<file path="config.mk">
export PLATFORM = sky130hd
export DESIGN_NAME = wb_slave_bridge_flat
export DESIGN_NICKNAME = d
export VERILOG_FILES = /design/src/rtl/wb_slave_bridge_if.sv /design/src/rtl/wb_slave_bridge.sv /design/src/flat_wrapper.sv
export SDC_FILE = /design/constraint.sdc
export NUM_CORES = 1
export LEC_CHECK = 0
export CAP_MARGIN = 20
export CORE_AREA = 2 2 210 212
export DETAILED_ROUTE_END_ITERATION = 7
export DIE_AREA = 0 0 212 214
export PLACE_DENSITY = 0.65
export SYNTH_ARGS = -nofsm -noshare
export SYNTH_HDL_FRONTEND = slang
export SYNTH_SLANG_ARGS = --single-unit
</file>
<file path="constraint.sdc">
create_clock -name clock -period 3 [get_ports clock]
set_input_delay 0.3 -clock clock [delete_from_list [all_inputs] [get_ports clock]]
set_output_delay 0.3 -clock clock [all_outputs]
set_load 0.05 [all_outputs]
</file>
<file path="src/rtl/wb_slave_bridge_if.sv">
// rtl/wb_slave_bridge_if.sv - Wishbone-classic bus bundle between master and bridge
interface wb_slave_bridge_if #(
    parameter int DATA_W = 128,
    parameter int ADR_W  = 5
);
    logic              strobe;
    logic              we_i;
    logic [ADR_W-1:0]  adr_i;
    logic [DATA_W-1:0] wb_data_i;
    logic [DATA_W-1:0] wb_data_o;
    logic              ack_o;
    logic              err_o;

    modport master (
        output strobe, we_i, adr_i, wb_data_i,
        input  wb_data_o, ack_o, err_o
    );

    modport slave (
        input  strobe, we_i, adr_i, wb_data_i,
        output wb_data_o, ack_o, err_o
    );
endinterface

</file>
<file path="src/rtl/wb_slave_bridge.sv">
// rtl/wb_slave_bridge.sv - Wishbone-classic slave decoding transfers into SD host core actions
module wb_slave_bridge #(
    parameter int DATA_W      = 128,
    parameter int ADR_W       = 5,
    parameter int NUM_REGS    = 16,
    parameter int CMD_ADR     = 16,
    parameter int FIFO_WR_ADR = 17,
    parameter int FIFO_RD_ADR = 18,
    parameter int DAT_ADR     = 19,
    parameter int TIMEOUT_CYC = 1024
) (
    input  logic              clock,
    input  logic              reset,
    wb_slave_bridge_if.slave  wb,
    input  logic [DATA_W-1:0] host_data_i,
    output logic [DATA_W-1:0] host_data_o,
    output logic [ADR_W-1:0]  adr_o,
    output logic              reg_read_en,
    output logic              reg_write_en,
    output logic              fifo_read_en,
    output logic              fifo_write_en,
    input  logic              fifo_full_i,
    input  logic              fifo_empty_i,
    output logic              new_command,
    output logic              new_data,
    input  logic              cmd_done_i,
    input  logic              data_done_i,
    output logic              busy_o
);

    // A zero timeout still needs a one-bit counter so the logic stays well formed.
    localparam int CNT_W = (TIMEOUT_CYC > 0) ? $clog2(TIMEOUT_CYC + 1) : 1;

    typedef enum logic [2:0] {IDLE, ACCESS, STALL, WAIT, RESP} state_t;
    typedef enum logic [2:0] {K_REG_RD, K_REG_WR, K_PUSH, K_POP, K_CMD, K_DAT, K_ILL} kind_t;

    state_t            state;
    kind_t             kind_q;
    kind_t             kind_in;
    kind_t             kind_sel;
    logic [ADR_W-1:0]  adr_q;
    logic [ADR_W-1:0]  adr_sel;
    logic [DATA_W-1:0] dat_q;
    logic [DATA_W-1:0] dat_sel;
    logic [DATA_W-1:0] hdat_sel;
    logic [5:0]        en_sel;
    logic [CNT_W-1:0]  tmo_cnt;
    logic              tmo_hit;
    logic              blocked;
    logic              go_access;
    logic              done_hit;

    // Classify the transfer currently offered on the bus.
    always_comb begin
        kind_in = K_ILL;
        if (int'(wb.adr_i) < NUM_REGS) begin
            kind_in = wb.we_i ? K_REG_WR : K_REG_RD;
        end else if (wb.we_i && int'(wb.adr_i) == FIFO_WR_ADR) begin
            kind_in = K_PUSH;
        end else if (!wb.we_i && int'(wb.adr_i) == FIFO_RD_ADR) begin
            kind_in = K_POP;
        end else if (wb.we_i && int'(wb.adr_i) == CMD_ADR) begin
            kind_in = K_CMD;
        end else if (wb.we_i && int'(wb.adr_i) == DAT_ADR) begin
            kind_in = K_DAT;
        end
    end

    // In IDLE the access is launched straight from the bus; from STALL it comes from the latched copy.
    always_comb begin
        kind_sel = (state == IDLE) ? kind_in : kind_q;
        adr_sel  = (state == IDLE) ? wb.adr_i : adr_q;
        dat_sel  = (state == IDLE) ? wb.wb_data_i : dat_q;
        blocked  = (kind_sel == K_PUSH && fifo_full_i) || (kind_sel == K_POP && fifo_empty_i);
        hdat_sel = (kind_sel == K_REG_WR || kind_sel == K_PUSH || kind_sel == K_CMD) ? dat_sel : '0;
        en_sel   = '0;
        case (kind_sel)
            K_REG_RD: en_sel = 6'b000001;
            K_REG_WR: en_sel = 6'b000010;
            K_POP:    en_sel = 6'b000100;
            K_PUSH:   en_sel = 6'b001000;
            K_CMD:    en_sel = 6'b010000;
            K_DAT:    en_sel = 6'b100000;
            default:  en_sel = 6'b000000;
        endcase
        go_access = wb.strobe && !blocked &&
                    ((state == IDLE && kind_in != K_ILL) || state == STALL);
        tmo_hit   = (TIMEOUT_CYC != 0) && (tmo_cnt == CNT_W'(TIMEOUT_CYC - 1));
        done_hit  = (kind_q == K_CMD) ? cmd_done_i : data_done_i;
    end

    // Transfer FSM; every output is a register and pulse outputs default low each cycle.
    always_ff @(posedge clock) begin
        if (reset) begin
            state         <= IDLE;
            kind_q        <= K_ILL;
            adr_q         <= '0;
            dat_q         <= '0;
            tmo_cnt       <= '0;
            busy_o        <= 1'b0;
            adr_o         <= '0;
            host_data_o   <= '0;
            reg_read_en   <= 1'b0;
            reg_write_en  <= 1'b0;
            fifo_read_en  <= 1'b0;
            fifo_write_en <= 1'b0;
            new_command   <= 1'b0;
            new_data      <= 1'b0;
            wb.ack_o      <= 1'b0;
            wb.err_o      <= 1'b0;
            wb.wb_data_o  <= '0;
        end else begin
            reg_read_en   <= 1'b0;
            reg_write_en  <= 1'b0;
            fifo_read_en  <= 1'b0;
            fifo_write_en <= 1'b0;
            new_command   <= 1'b0;
            new_data      <= 1'b0;
            wb.ack_o      <= 1'b0;
            wb.err_o      <= 1'b0;

            case (state)
                IDLE: begin
                    if (wb.strobe) begin
                        kind_q <= kind_in;
                        adr_q  <= wb.adr_i;
                        dat_q  <= wb.wb_data_i;
                        if (kind_in == K_ILL) begin
                            wb.err_o     <= 1'b1;
                            wb.wb_data_o <= '0;
                            state        <= RESP;
                        end else if (blocked) begin
                            busy_o  <= 1'b1;
                            tmo_cnt <= '0;
                            state   <= STALL;
                        end else begin
                            state <= ACCESS;
                        end
                    end
                end

                ACCESS: begin
                    if (kind_q == K_REG_RD || kind_q == K_POP) begin
                        wb.wb_data_o <= host_data_i;
                    end else begin
                        wb.wb_data_o <= '0;
                    end
                    if (kind_q == K_CMD || kind_q == K_DAT) begin
                        busy_o  <= 1'b1;
                        tmo_cnt <= '0;
                        state   <= WAIT;
                    end else begin
                        wb.ack_o <= 1'b1;
                        state    <= RESP;
                    end
                end

                STALL: begin
                    if (!wb.strobe) begin
                        busy_o <= 1'b0;
                        state  <= IDLE;
                    end else if (!blocked) begin
                        busy_o <= 1'b0;
                        state  <= ACCESS;
                    end else if (tmo_hit) begin
                        busy_o       <= 1'b0;
                        wb.err_o     <= 1'b1;
                        wb.wb_data_o <= '0;
                        state        <= RESP;
                    end else if (tmo_cnt != '1) begin
                        tmo_cnt <= tmo_cnt + 1'b1;
                    end
                end

                WAIT: begin
                    if (done_hit) begin
                        busy_o   <= 1'b0;
                        wb.ack_o <= 1'b1;
                        state    <= RESP;
                    end else if (tmo_hit) begin
                        busy_o       <= 1'b0;
                        wb.err_o     <= 1'b1;
                        wb.wb_data_o <= '0;
                        state        <= RESP;
                    end else if (tmo_cnt != '1) begin
                        tmo_cnt <= tmo_cnt + 1'b1;
                    end
                end

                RESP: begin
                    wb.wb_data_o <= '0;
                    state        <= IDLE;
                end

                default: begin
                    state <= IDLE;
                end
            endcase

            // Launching an access drives exactly one strobe plus the address/data toward the host.
            if (go_access) begin
                {new_data, new_command, fifo_write_en, fifo_read_en, reg_write_en, reg_read_en} <= en_sel;
                adr_o       <= adr_sel;
                host_data_o <= hdat_sel;
            end
        end
    end

endmodule

</file>
<file path="src/flat_wrapper.sv">
// flat-port wrapper written by rule: the top's interface ports become plain ports
module wb_slave_bridge_flat 
#(
    parameter int DATA_W      = 128,
    parameter int ADR_W       = 5,
    parameter int NUM_REGS    = 16,
    parameter int CMD_ADR     = 16,
    parameter int FIFO_WR_ADR = 17,
    parameter int FIFO_RD_ADR = 18,
    parameter int DAT_ADR     = 19,
    parameter int TIMEOUT_CYC = 1024
)
  (clock, reset, host_data_i, host_data_o, adr_o, reg_read_en, reg_write_en, fifo_read_en, fifo_write_en, fifo_full_i, fifo_empty_i, new_command, new_data, cmd_done_i, data_done_i, busy_o, wb_strobe, wb_we_i, wb_adr_i, wb_wb_data_i, wb_wb_data_o, wb_ack_o, wb_err_o);
  wb_slave_bridge_if #(.DATA_W(DATA_W), .ADR_W(ADR_W)) wb_i ();
  input  logic clock;
  input  logic reset;
  input  logic [DATA_W-1:0] host_data_i;
  output logic [DATA_W-1:0] host_data_o;
  output logic [ADR_W-1:0] adr_o;
  output logic reg_read_en;
  output logic reg_write_en;
  output logic fifo_read_en;
  output logic fifo_write_en;
  input  logic fifo_full_i;
  input  logic fifo_empty_i;
  output logic new_command;
  output logic new_data;
  input  logic cmd_done_i;
  input  logic data_done_i;
  output logic busy_o;
  input wire logic [$bits(wb_i.strobe)-1:0] wb_strobe;
  input wire logic [$bits(wb_i.we_i)-1:0] wb_we_i;
  input wire logic [$bits(wb_i.adr_i)-1:0] wb_adr_i;
  input wire logic [$bits(wb_i.wb_data_i)-1:0] wb_wb_data_i;
  output wire logic [$bits(wb_i.wb_data_o)-1:0] wb_wb_data_o;
  output wire logic [$bits(wb_i.ack_o)-1:0] wb_ack_o;
  output wire logic [$bits(wb_i.err_o)-1:0] wb_err_o;
  assign wb_i.strobe = wb_strobe;
  assign wb_i.we_i = wb_we_i;
  assign wb_i.adr_i = wb_adr_i;
  assign wb_i.wb_data_i = wb_wb_data_i;
  assign wb_wb_data_o = wb_i.wb_data_o;
  assign wb_ack_o = wb_i.ack_o;
  assign wb_err_o = wb_i.err_o;
  wb_slave_bridge #(.DATA_W(DATA_W), .ADR_W(ADR_W), .NUM_REGS(NUM_REGS), .CMD_ADR(CMD_ADR), .FIFO_WR_ADR(FIFO_WR_ADR), .FIFO_RD_ADR(FIFO_RD_ADR), .DAT_ADR(DAT_ADR), .TIMEOUT_CYC(TIMEOUT_CYC)) u_core (.clock(clock), .reset(reset), .wb(wb_i), .host_data_i(host_data_i), .host_data_o(host_data_o), .adr_o(adr_o), .reg_read_en(reg_read_en), .reg_write_en(reg_write_en), .fifo_read_en(fifo_read_en), .fifo_write_en(fifo_write_en), .fifo_full_i(fifo_full_i), .fifo_empty_i(fifo_empty_i), .new_command(new_command), .new_data(new_data), .cmd_done_i(cmd_done_i), .data_done_i(data_done_i), .busy_o(busy_o));
endmodule
</file>
==> flow_summary_export.csv, run 1 <==
group,metric,value,unit
cts,clock_tree.buffer_depth,3,
floorplanning,fp.dieW,212,µm
floorplanning,io_pins,539,
cts,clock-sinks,420,
floorplanning,placement_rows,76,
cts,cts_tree,"yes",
route,avgRoutedWirePerCell,20.0,µm
setup_path,worst_r2r_start,"u_core.tmo_cnt[0]",
hold_path,hold_path_startpoint,"reset",
setup_path,top_fanout_value_on_the_critical_path,64,
synthesis,avg_synthesized_cell_area,9.87,µm²
route,route.vias.total,14300,
placement,placedInstanceArea,0.0223,mm²
global_route,grt.overflow.total,0,
synthesis,netlist_instances,1660,
setup_path,cp.required,3420,ps
cts,clkLatencyLatePin,580,ps
synthesis,mappedNetlistNets,1930,
timing,finalHoldViolations,0,
run_status,outcome,"finished clean",
power,power.leakage,9.14,nW
timing,rsz0062_at_grt,"no",
setup_path,reg2reg_slack,190,ps
route,viasPerCell,5.14,
setup_path,cp-end-kind,"flip-flop",
layout,post_route_cells_drive_above_1_share,11.4,%
synthesis,seq_area_frac_synth,51.3,%
global_route,grt_antenna_before_repair,8,
placement,input_output_buffers,538,
floorplanning,placeable_area,0.0429,mm²
synthesis,synth_edf_count,0,
synthesis,ys_warn_count,0,
layout,design.final.nets,2427,
global_route,largest_net_degree_at_the_start_of_global_routing,129,
cts,clk_root_buffer_cell,"clkbuf_16",
timing,achievable-frequency,356,MHz
placement,gp_routability_congestion,0.850,
timing,finClkSkew,17.9,ps
power,power_per_cell_area,607,mW/mm²
timing,max_slew.worst_pin.slew,980,ps
timing,setup-violations-final,0,
global_route,grt_util_all_layers,23.4,%
route,drc,0,
floorplanning,dieHeight,214,µm
layout,post_synthesis_to_final_layout_area_growth,47.0,%
timing,slew_violations,0,
cts,inserted_clock_buffers,47,
setup_path,reg2reg_depth,10,
synthesis,synth_cell_type_count,61,
synthesis,postSynth.topFlopCell,"dfxtp_1",
layout,final_area,0.0241,mm²
power,power.ir.vdd_worst,0.000548,V
setup_path,setup.worst_path.class,"reg -> reg",
floorplanning,die-area,0.0454,mm²
hold_path,whs_path_depth,3,
setup_path,arrival_time_of_the_worst_setup_path,3240,ps
route,antenna_violating_nets_post_route,0,
timing,maxSlewHeadroom,34.7,%
setup_path,startpoint_types,"flip-flop",
setup_path,worst_r2r_endpoint,"u_core.wb.wb_data_o[42]",
synthesis,yosys_register_bits,420,
synthesis,mappedNetlistArea,0.0164,mm²
cts,clk_pin_slew_worst_paths,60,ps
route,detail_route.first_pass.iterations,4,
layout,commonest_cells_after_routing_fill_and_taps_aside,"clkdlybuf4s50_1, dfxtp_1, nand2_1",
timing,final.period_utilization,93.7,%
timing,finalWorstPathRequiredPeriod,2810,ps
job,max_cap_violations,0,
hold_path,hp-class,"in -> reg",
hold_path,hold_path_end,"u_core.wb.ack_o",
floorplanning,start_util,38.2,%
layout,instances_no_fill,2783,
route,route.final.wire_length,55600,µm
placement,dpl.hpwl,38100,µm
global_route,grt_first_pass_wirelength,83600,µm
global_route,first_global_vias,14200,
layout,final_common_cell,"clkdlybuf4s50_1",
route,dr.first_iter.drc_count,867,
cts,clock_tree.htree_level_count,2,
synthesis,ys_async_sr_fraction,0,%
placement,placedCellCount,2690,
==> state kept, by name, summed over array words and instances, names as in the netlist, 3 cells and up <==
| name | count |
|---|---|
| u_core.dat_q | 128 |
| u_core.host_data_o | 128 |
| u_core.wb.wb_data_o | 128 |
| u_core.tmo_cnt | 11 |
| u_core.adr_o | 5 |
| u_core.adr_q | 5 |
| u_core.kind_q | 3 |
| u_core.state | 3 |
==> where the power goes <==
| part | internal [W] | total [W] | switching (W) |
|---|---|---|---|
| registers | 0.00583 | 0.00597 | 0.000138 |
| clock network | 0.00390 | 0.00625 | 0.00235 |
| logic | 0.000986 | 0.00241 | 0.00142 |
==> worst max-delay path: stages (launching register included) <==
cell and delay (ps):
dfxtp_1 350, ha_1 210, nand3_2 150, nor4_4 360, or4b_1 500, a211oi_1 230, o211ai_1 160, buf_4 210
buf_12 230, a22oi_2 170, nor2_1 50
==> final cells by class <==
type,instances,area [µm²]
fill,3779,18800
sequential,420,8410
multi-input combinational,1092,7240
timing repair buffer,589,5980
clock buffer,67,1380
tap,585,732
clock inverter,18,314
inverter,7,26.3
antenna,5,12.5
==> per-stage QoR <==
step	setup slack [ps]	TNS, ps	power (W)	utilization [%]	hold slack, ps
CTS	171	0	0.0147	56.1	80.2
floorplan	633	0	0.00752	-	436
global route	55.1	0	0.0152	56.2	108
global placement	51.2	0	0.00843	52.1	441
finish	189	0	0.0146	56.2	120
detailed placement	-58.0	-594	0.00847	52.1	445
==> synth_stat cells (4+ instances only) <==
cell | n | area share (%)
o31ai_1 | 4 | 0.18
or3_1 | 4 | 0.15
inv_1 | 7 | 0.16
buf_6 | 23 | 1.6
buf_2 | 31 | 0.95
nor3_1 | 4 | 0.12
dfxtp_1 | 420 | 51
nand2_1 | 283 | 6.5
a22oi_2 | 100 | 7.6
nor2_1 | 163 | 3.7
a211oi_1 | 6 | 0.27
a21oi_1 | 138 | 4.2
o21ai_0 | 7 | 0.21
nor3b_1 | 6 | 0.27
nor2b_1 | 6 | 0.23
a31oi_1 | 5 | 0.19
mux2i_1 | 134 | 8.2
nand2b_1 | 6 | 0.23
buf_4 | 4 | 0.18
o2bb2ai_1 | 129 | 6.9
and3_1 | 6 | 0.23
clkbuf_1 | 81 | 1.9
a22oi_1 | 29 | 1.3
nand3_1 | 9 | 0.27
a221o_1 | 6 | 0.37
==> timing repair <==
action,4_1_cts,5_1_grt
gates resized for setup,0,5
hold buffers,0,0
buffers inserted,0,1
setup endpoints to repair,0,6
==> worst max path at each step <==
stage	start	end	slack, ps	cells past startpoint
final	u_core.tmo_cnt[0]	u_core.wb.wb_data_o[42]	190	10
after global routing	u_core.tmo_cnt[0]	u_core.wb.wb_data_o[51]	60	10
after floorplan	u_core.tmo_cnt[0]	u_core.wb.wb_data_o[107]	630	10
after CTS	u_core.tmo_cnt[0]	u_core.wb.wb_data_o[122]	170	9
after detailed placement	wb_adr_i[1]	u_core.wb.wb_data_o[122]	-60	9
after global placement	wb_adr_i[1]	u_core.wb.wb_data_o[6]	50	9
==> per-layer routing <==
layer  up-vias  part of all wire (%)  wire length (µm)  track usage [%]
met3        92                   8.1              4520             7.48
met1      6868                    39             21400             26.1
met5         -                 0.099                55                0
met2       448                    50             27700             40.9
li1       6880                     -                 -                -
met4         8                   3.4              1900             9.79
==> cell families after synthesis <==
kind of cell,Yosys count,share of synthesized area (%)
XOR/XNOR,4,0.214
flip-flops,420,51.3
AND/OR/NAND/NOR,508,12.9
AO/OA/AOI/OAI,444,22.5
adder cells (fa/ha/maj),1,0.0763
buffers and inverters,148,4.77
multiplexers,135,8.25
Power figures use the tool's default switching activity.
==> run 2: changes to the inputs <==
--- a/config.mk
+++ b/config.mk
@@ -9,7 +9,7 @@
 export CORE_AREA = 2 2 210 212
 export DETAILED_ROUTE_END_ITERATION = 7
 export DIE_AREA = 0 0 212 214
-export PLACE_DENSITY = 0.65
+export PLACE_DENSITY_LB_ADDON = 0.25
 export SYNTH_ARGS = -nofsm -noshare
 export SYNTH_HDL_FRONTEND = slang
 export SYNTH_SLANG_ARGS = --single-unit
==> flow_summary_export.csv, run 2 (same netlist as run 1, synthesis figures left out) <==
group,metric,value,unit
run_status,outcome,"finished clean",
job,max_cap_violations,0,
route,detail_route.first_pass.iterations,6,
floorplanning,fp.dieW,212,µm
timing,minimum_setup_slack_in_the_final_design,206,ps
placement,dpl.hpwl,37500,µm
layout,post_synthesis_to_final_layout_area_growth,45.4,%
power,net-switching-power,0.00376,W
floorplanning,die-area,0.0454,mm²
timing,maxSlewHeadroom,25.7,%
route,route.final.wire_length,53700,µm
cts,clk_root_buffer_cell,"clkbuf_16",
setup_path,setup.worst_path.class,"reg -> reg",
setup_path,cp-end-kind,"flip-flop",
timing,max_slew.worst_pin.slew,1110,ps
global_route,largest_net_degree_at_the_start_of_global_routing,98,
power,p_clk_share,39.8,%
setup_path,reg2reg_slack,210,ps
placement,gp_routability_congestion,0.853,
power,power_per_cell_area,583,mW/mm²
timing,finalSetupTns,0,ps
setup_path,startpoint_types,"flip-flop",
cts,clock_tree.buffer_depth,3,
cts,cts_hold_repair.buffers,0,
route,viasPerCell,5.12,
power,power.leakage,9.01,nW
placement,input_output_buffers,538,
floorplanning,io_pins,539,
cts,postCtsSetupRepairBufs,0,
route,dr.first_iter.drc_count,927,
setup_path,worst_r2r_start,"u_core.tmo_cnt[0]",
layout,commonest_cells_after_routing_fill_and_taps_aside,"clkdlybuf4s50_1, dfxtp_1, nand2_1",
global_route,grt.overflow.total,0,
power,power.ir.vdd_worst,0.000369,V
cts,cts_tree,"yes",
power,seqPwrFrac,43.0,%
setup_path,top_fanout_value_on_the_critical_path,45,
cts,ctsResizeCount,0,
global_route,grt_util_all_layers,22.9,%
route,antenna_violating_nets_post_route,0,
setup_path,timing.critical_path.cells,"ha_1, nand3_2, nor4_4, or4b_1, a211oi_1, o211ai_1, buf_12, buf_12, a22oi_2, nor2_1",
placement,pre_cts_ws,-23.1,ps
setup_path,worst_r2r_endpoint,"u_core.wb.wb_data_o[97]",
global_route,grt_antenna_before_repair,2,
route,route.vias.total,14200,
layout,design.final.nets,2423,
global_route,first_global_vias,14100,
setup_path,cp.required,3410,ps
timing,finClkSkew,16.8,ps
timing,finalHoldViolations,0,
route,drc,0,
route,avgRoutedWirePerCell,19.4,µm
layout,final_core_util,55.6,%
layout,post_route_cells_drive_above_1_share,10.7,%
setup_path,cpMostUsedCell,"buf_12",
setup_path,setup.worst_path.start,"u_core.tmo_cnt[0]",
floorplanning,placement_rows,76,
hold_path,whs_path_depth,3,
timing,achievable-frequency,358,MHz
hold_path,hold_path_startpoint,"reset",
setup_path,critical_path.slowest_cell,"or4b_1",
power,intPower,0.0101,W
timing,rsz0062_at_grt,"no",
setup_path,cp_slowest_stage_delay,480,ps
floorplanning,placeable_area,0.0429,mm²
power,combPwrFrac,17.2,%
timing,final.period_utilization,93.1,%
cts,inserted_clock_buffers,45,
layout,final_common_cell,"clkdlybuf4s50_1",
timing,fin_hold_ws,81.9,ps
floorplanning,dieHeight,214,µm
global_route,grt_first_pass_wirelength,81900,µm
timing,setup-violations-final,0,
timing,slew_violations,0,
floorplanning,start_util,38.2,%
power,switch_share,27.1,%
hold_path,hp-class,"in -> reg",
cts,clock-sinks,420,
timing,finalWorstPathRequiredPeriod,2790,ps
hold_path,hold_path_end,"u_core.wb.ack_o",
setup_path,reg2reg_depth,10,
cts,clk_pin_slew_worst_paths,60,ps
layout,biggestRegsByFlops,"u_core.dat_q (128), u_core.host_data_o (128), u_core.wb.wb_data_o (128)",
cts,clkLatencyLatePin,570,ps
setup_path,arrival_time_of_the_worst_setup_path,3200,ps
cts,clock_tree.htree_level_count,2,
-- run 2: cell count changes in the layout (fill, tap and decap cells not counted), moves of 2 or more --
cell / before / now
bufinv_16: 8 / 3
clkbuf_1: 8 / 16
diode_2: 5 / 1
clkbuf_8: 12 / 8
clkbuf_16: 49 / 47
clkinvlp_4: 2 / 0
-- run 2: per-layer routing --
metal,track usage [%],vias to the layer above,part of all wire [%]
met5,0,-,0.022
met4,9.32,2,3.3
met3,6.79,93,8.2
met2,40.0,452,50
met1,25.8,6785,39
li1,-,6857,-
-- run 2: power groups by stage --
stage | clock network [W] | logic (W) | registers, W
CTS | 0.00568 | 0.00241 | 0.00597
floorplan | 0 | 0.00108 | 0.00644
detailed placement | 0 | 0.00240 | 0.00609
finish | 0.00553 | 0.00239 | 0.00597
global placement | 0 | 0.00237 | 0.00608
global route | 0.00590 | 0.00254 | 0.00600
-- run 2: through the flow --
step / total power, W / std cells / cell area [µm²]
after global placement: 0.00845 / 2691 / 22400
final: 0.0139 / 2772 / 23800
after global routing: 0.0144 / 2772 / 23800
after floorplan: 0.00752 / 1660 / 16400
after detailed placement: 0.00849 / 2691 / 22400
after CTS: 0.0141 / 2771 / 23800
-- run 2: worst max-delay path by stage --
| stage | to | slack [ps] | cells after the start |
|---|---|---|---|
| 2_1_floorplan | u_core.wb.wb_data_o[107] | 630 | 10 |
| 3_3_place_gp | u_core.host_data_o[50] | -30 | 11 |
| 3_5_place_dp | u_core.host_data_o[71] | -20 | 11 |
| 4_1_cts | u_core.wb.wb_data_o[118] | 200 | 10 |
| 5_1_grt | u_core.wb.wb_data_o[25] | 40 | 10 |
| 6_report | u_core.wb.wb_data_o[97] | 210 | 10 |
-- run 2: final cells by class --
class,count,area (µm²)
well taps,585,732
diodes,1,2.50
inverters,7,26.3
clock inverters,10,129
repair buffers,587,5960
flip-flops and latches,420,8410
multi-input cells,1092,7240
clock buffers,70,1330
fillers,3778,19100
-- run 2: worst max-delay path: cells and delay by family (launching register included) --
family | cells | cell delay, ps
adder cells (fa/ha/maj) | 1 | 210
buffers and inverters | 2 | 450
flip-flops | 1 | 360
AO/OA/AOI/OAI | 3 | 540
AND/OR/NAND/NOR | 4 | 1050
